## src/rtl/ysyx_23060208_sram_rd_arbiter.sv

```systemverilog
// Two-requester read arbiter (IFU = requester 0, LSU = requester 1) in front of
// a single SRAM AR/R port. One transaction in flight; the owner is locked from
// grant until its R handshake, and simultaneous requests alternate round-robin.
module ysyx_23060208_sram_rd_arbiter #(
    parameter int ADDR_WIDTH = 32,
    parameter int DATA_WIDTH = 32
) (
    input  logic                  clk,
    input  logic                  rst,
    // IFU
    input  logic [ADDR_WIDTH-1:0] ifu_araddr,
    input  logic                  ifu_arvalid,
    output logic                  ifu_arready,
    output logic [DATA_WIDTH-1:0] ifu_rdata,
    output logic [1:0]            ifu_rresp,
    output logic                  ifu_rvalid,
    input  logic                  ifu_rready,
    // LSU
    input  logic [ADDR_WIDTH-1:0] lsu_araddr,
    input  logic                  lsu_arvalid,
    output logic                  lsu_arready,
    output logic [DATA_WIDTH-1:0] lsu_rdata,
    output logic [1:0]            lsu_rresp,
    output logic                  lsu_rvalid,
    input  logic                  lsu_rready,
    // SRAM
    output logic [ADDR_WIDTH-1:0] s_araddr,
    output logic                  s_arvalid,
    input  logic                  s_arready,
    input  logic [DATA_WIDTH-1:0] s_rdata,
    input  logic [1:0]            s_rresp,
    input  logic                  s_rvalid,
    output logic                  s_rready
);

    typedef enum logic [1:0] {
        ST_IDLE = 2'd0,
        ST_AR   = 2'd1,
        ST_R    = 2'd2
    } state_t;

    state_t state_q, state_d;
    logic   owner_q, owner_d;   // 0 = IFU, 1 = LSU
    logic   last_q,  last_d;    // requester that completed most recently

    // Requesters gathered into index-by-id vectors so the per-port muxing is uniform.
    logic [1:0]            req_arvalid;
    logic [1:0]            req_rready;
    logic [1:0]            req_arready;
    logic [1:0]            req_rvalid;
    logic [ADDR_WIDTH-1:0] req_araddr [2];

    assign req_arvalid   = {lsu_arvalid, ifu_arvalid};
    assign req_rready    = {lsu_rready,  ifu_rready};
    assign req_araddr[0] = ifu_araddr;
    assign req_araddr[1] = lsu_araddr;

    // Handshake returns go only to the registered owner; never gated by arvalid
    // combinationally, so arbitration always costs one IDLE cycle.
    genvar gi;
    generate
        for (gi = 0; gi < 2; gi++) begin : g_req
            localparam logic REQ_ID = (gi == 1);
            assign req_arready[gi] = (state_q == ST_AR) && (owner_q == REQ_ID) && s_arready;
            assign req_rvalid[gi]  = (state_q == ST_R)  && (owner_q == REQ_ID) && s_rvalid;
        end
    endgenerate

    assign ifu_arready = req_arready[0];
    assign lsu_arready = req_arready[1];
    assign ifu_rvalid  = req_rvalid[0];
    assign lsu_rvalid  = req_rvalid[1];

    // Response payload is broadcast; each requester qualifies it with its own rvalid.
    assign ifu_rdata = s_rdata;
    assign ifu_rresp = s_rresp;
    assign lsu_rdata = s_rdata;
    assign lsu_rresp = s_rresp;

    // Downstream port follows the owner only in the phase that uses it.
    assign s_araddr  = req_araddr[owner_q];
    assign s_arvalid = (state_q == ST_AR) && req_arvalid[owner_q];
    assign s_rready  = (state_q == ST_R)  && req_rready[owner_q];

    // State, owner and round-robin history registers.
    always_ff @(posedge clk) begin
        if (rst) begin
            state_q <= ST_IDLE;
            owner_q <= 1'b0;
            last_q  <= 1'b1;    // IFU wins the first tie
        end else begin
            state_q <= state_d;
            owner_q <= owner_d;
            last_q  <= last_d;
        end
    end

    // Next-state: grant in IDLE, wait for AR handshake, then for R handshake.
    always_comb begin
        state_d = state_q;
        owner_d = owner_q;
        last_d  = last_q;
        unique case (state_q)
            ST_IDLE: begin
                if (req_arvalid == 2'b11) begin
                    owner_d = ~last_q;
                    state_d = ST_AR;
                end else if (req_arvalid[1]) begin
                    owner_d = 1'b1;
                    state_d = ST_AR;
                end else if (req_arvalid[0]) begin
                    owner_d = 1'b0;
                    state_d = ST_AR;
                end
            end
            ST_AR: begin
                // If the owner withdraws arvalid we simply keep waiting here.
                if (s_arvalid && s_arready) begin
                    state_d = ST_R;
                end
            end
            ST_R: begin
                if (s_rvalid && s_rready) begin
                    state_d = ST_IDLE;
                    last_d  = owner_q;
                end
            end
            default: state_d = ST_IDLE;
        endcase
    end

endmodule

```

## config.mk

```make
export PLATFORM = sky130hd
export DESIGN_NAME = ysyx_23060208_sram_rd_arbiter
export DESIGN_NICKNAME = d
export VERILOG_FILES = /design/src/rtl/ysyx_23060208_sram_rd_arbiter.sv
export SDC_FILE = /design/constraint.sdc
export NUM_CORES = 1
export LEC_CHECK = 0
export BUFFER_PORTS_ARGS = -buffer_cell sky130_fd_sc_hd__buf_2
export CORE_AREA = 4 4 79 81
export DETAILED_ROUTE_END_ITERATION = 8
export DIE_AREA = 0 0 83 85
export GPL_ROUTABILITY_DRIVEN = 0
export MAX_ROUTING_LAYER = met4
export PLACE_DENSITY = 0.72
export SETUP_SLACK_MARGIN = 0.05
export SLEW_MARGIN = 10
export SYNTH_ARGS = -nofsm -noshare
export SYNTH_HDL_FRONTEND = slang
export SYNTH_SLANG_ARGS = --single-unit
```

## constraint.sdc

```tcl
create_clock -name clk -period 1.2 [get_ports clk]
set_clock_uncertainty 0.2 [all_clocks]
set_input_delay 0.12 -clock clk [delete_from_list [all_inputs] [get_ports clk]]
set_output_delay 0.12 -clock clk [all_outputs]
set_load 0.01 [all_outputs]
```

==> qor.txt <==
status: finished, violations left
failing checks: negative setup slack
reg2reg start: owner_q
VDD IR-drop max: 952 uV
Data required, critical path: 0.88 ns
Final HPWL DP: 2860 microns
Hold Crit Depth: 2
Rows: 27
largest net degree at the start of global routing: 20
# IOs: 212
# fillers: 587
asr flop ratio synth: 0%
Skew-Pair Late Insertion Delay: 0.22 ns
Final Cycle Share: 131%
Setup WS pre-CTS: -0.213 ns
Comb pwr share: 60.1%
Avg WL per Cell: 13.5 microns
hold_sp: ifu_arvalid
CP Max Fanout: 19
Synth Net Count: 239
Post-Place Cells: 246
Post-synth EDFFs: 0
Internal: 780 uW
Synth Register Bits: 4
DIE AREA: 7060 sq um
H-tree Lvls: 1
post-layout util: 30.3%
Power Total: 1.10 mW
Hold Path Class: in2reg
hold slack: 0.0108 ns
Routed Antenna Nets: 0
global-route wire length before repair: 5020 microns
DP Area: 1400 sq um
max incr delay on CP: 0.37 ns
Hold EP: state_q[0]
Post-Synthesis Cells: 133
Die H: 85 microns
GRT Util Overall: 8.57%
kind of cell adding the most delay to the critical path: flip-flops
minimum clock period: 1.57 ns
Clock Path Buffers: 2
setup slack after layout: -0.370 ns
Ys Warns: 0
Power Density: 660 nW/um^2
Clock Tree Root: clkbuf_8
share of cells above drive strength 1: 87.8%
# nets final: 288
worst reg-to-reg path cell count: 4
Synth Cell Area: 1160 sq um
area grow syn2layout: 42.5%
final cell count without fillers: 252
FMAX: 637 MHz
CP Launch Type: flip-flop
antenna violations before repair: 0
drt first pass iters: 4
die span in x: 83 microns
count of different cell masters after synthesis: 23
Post-synth top flop: dfxtp_1
sum of buffers and inverters on the critical path: 2
Leakage: 0.864 nW
global route overflow: 0
r2r endpoint: last_q
worst path cell trace: buf_12, mux2_2, buf_2
Slew @ Worst Pin: 0.211 ns
CP arrival: 1.25 ns
fin area: 1660 sq um
area of the core: 5470 sq um
Critical Path Sink Type: primary output
worst setup path category: reg2out
final setup fails: 42
final slew viol count: 0
DRC Markers: 0
sequential-to-total area share from yosys stat: 6.87%
switching part of the total: 28.8%
Setup TNS: -12.61 ns
Sequential Power Share: 14.1%
Final Hold Fails: 0
RSZ-0062 raised after global routing: true
Mapped Avg Cell Area: 8.76 sq um
Clock Power Share: 25.9%
P_sw: 316 uW
Reg clk slew, reported paths: 0.03 ns
Initial Util: 21.3%
Sink Count: 4
total detailed-routing wirelength: 3410 microns
CTS Buf Count: 3
max_slew headroom: 85.9%
PortBufs: 109
DR vias: 1028
total of max-cap violations: 0
Ant. Diodes: 0
slowest CP cell: dfxtp_4
vias per cell: 4.08
initial DRC count: 18
r2r setup slk: -0.14 ns
CTS tree: yes
vias in the first global route: 1090
==> how the worst max path moves through the flow <==
stage | start | end | slack [ns] | cells past startpoint
floorplan | owner_q | s_araddr[10] | -0.06 | 3
global placement | owner_q | s_rready | -0.17 | 4
detailed placement | owner_q | s_rready | -0.21 | 4
CTS | owner_q | s_rready | -0.38 | 4
global route | owner_q | s_araddr[30] | -0.41 | 3
finish | owner_q | s_araddr[29] | -0.37 | 3
==> timing repair <==
action / 4_1_cts / 5_1_grt
hold endpoints to repair: 3 / 0
endpoints found under the setup margin: 42 / 42
hold buffers: 2 / 0
pin swaps: 0 / 1
gates resized for setup: 32 / 3
setup buffers: 0 / 1
==> cells in the mapped netlist (2+ instances only) <==
| library cell | instances | area share (%) |
|---|---|---|
| mux2_2 | 32 | 31 |
| buf_4 | 68 | 44 |
| clkbuf_8 | 3 | 3.5 |
| nor2_1 | 6 | 1.9 |
| dfxtp_1 | 4 | 6.9 |
| and3_1 | 2 | 1.1 |
| nand3_1 | 2 | 0.86 |
==> routing by layer <==
layer  up-vias  part of all wire [%]  GRT usage, %
met2       107                    49          14.9
met3         6                    13          5.05
met1       439                    36          8.43
li1        476                     -             -
met5         -                     0             -
met4         0                   1.3          1.34
==> registers in the layout, indices dropped and copies added, names as in the netlist <==
signal and flops:
owner_q 1, state_q 2, last_q 1
==> logic make-up after synthesis <==
kind of cell	count (synthesis)	share of synthesized area, %
buffers and inverters	73	48.7
multiplexers	35	33.9
AND/OR/NAND/NOR	17	7.84
AO/OA/AOI/OAI	4	2.69
flip-flops	4	6.87
==> area by class of cell <==
cell class,instances,area (sq um),area share (%)
Tap cell,72,90.1,5.43
Inverter,1,3.75,0.226
Timing Repair Buffer,116,791,47.6
Sequential cell,4,88.8,5.35
Multi-Input combinational cell,56,646,38.9
Clock buffer,3,41.3,2.49
==> layout by cell type, fill, tap and decap left out, types with 2 or more instances in the layout <==
cell / netlist / final
and3_1: 2 / 2
nor2_1: 6 / 6
dlygate4sd3_1: 0 / 2
dfxtp_4: 0 / 2
buf_4: 68 / 3
clkbuf_8: 3 / 3
buf_2: 0 / 83
mux2_4: 0 / 27
mux2_2: 32 / 6
buf_6: 1 / 26
buf_12: 0 / 2
==> power groups by stage <==
stage | Clock, mW | Sequential, mW | Combinational (mW)
finish | 0.284 | 0.154 | 0.659
global route | 0.291 | 0.156 | 0.701
CTS | 0.286 | 0.155 | 0.657
detailed placement | 0 | 0.156 | 0.539
global placement | 0 | 0.155 | 0.529
floorplan | 0 | 0.152 | 0.547
Note: power is estimated with default switching activity, not from simulation.
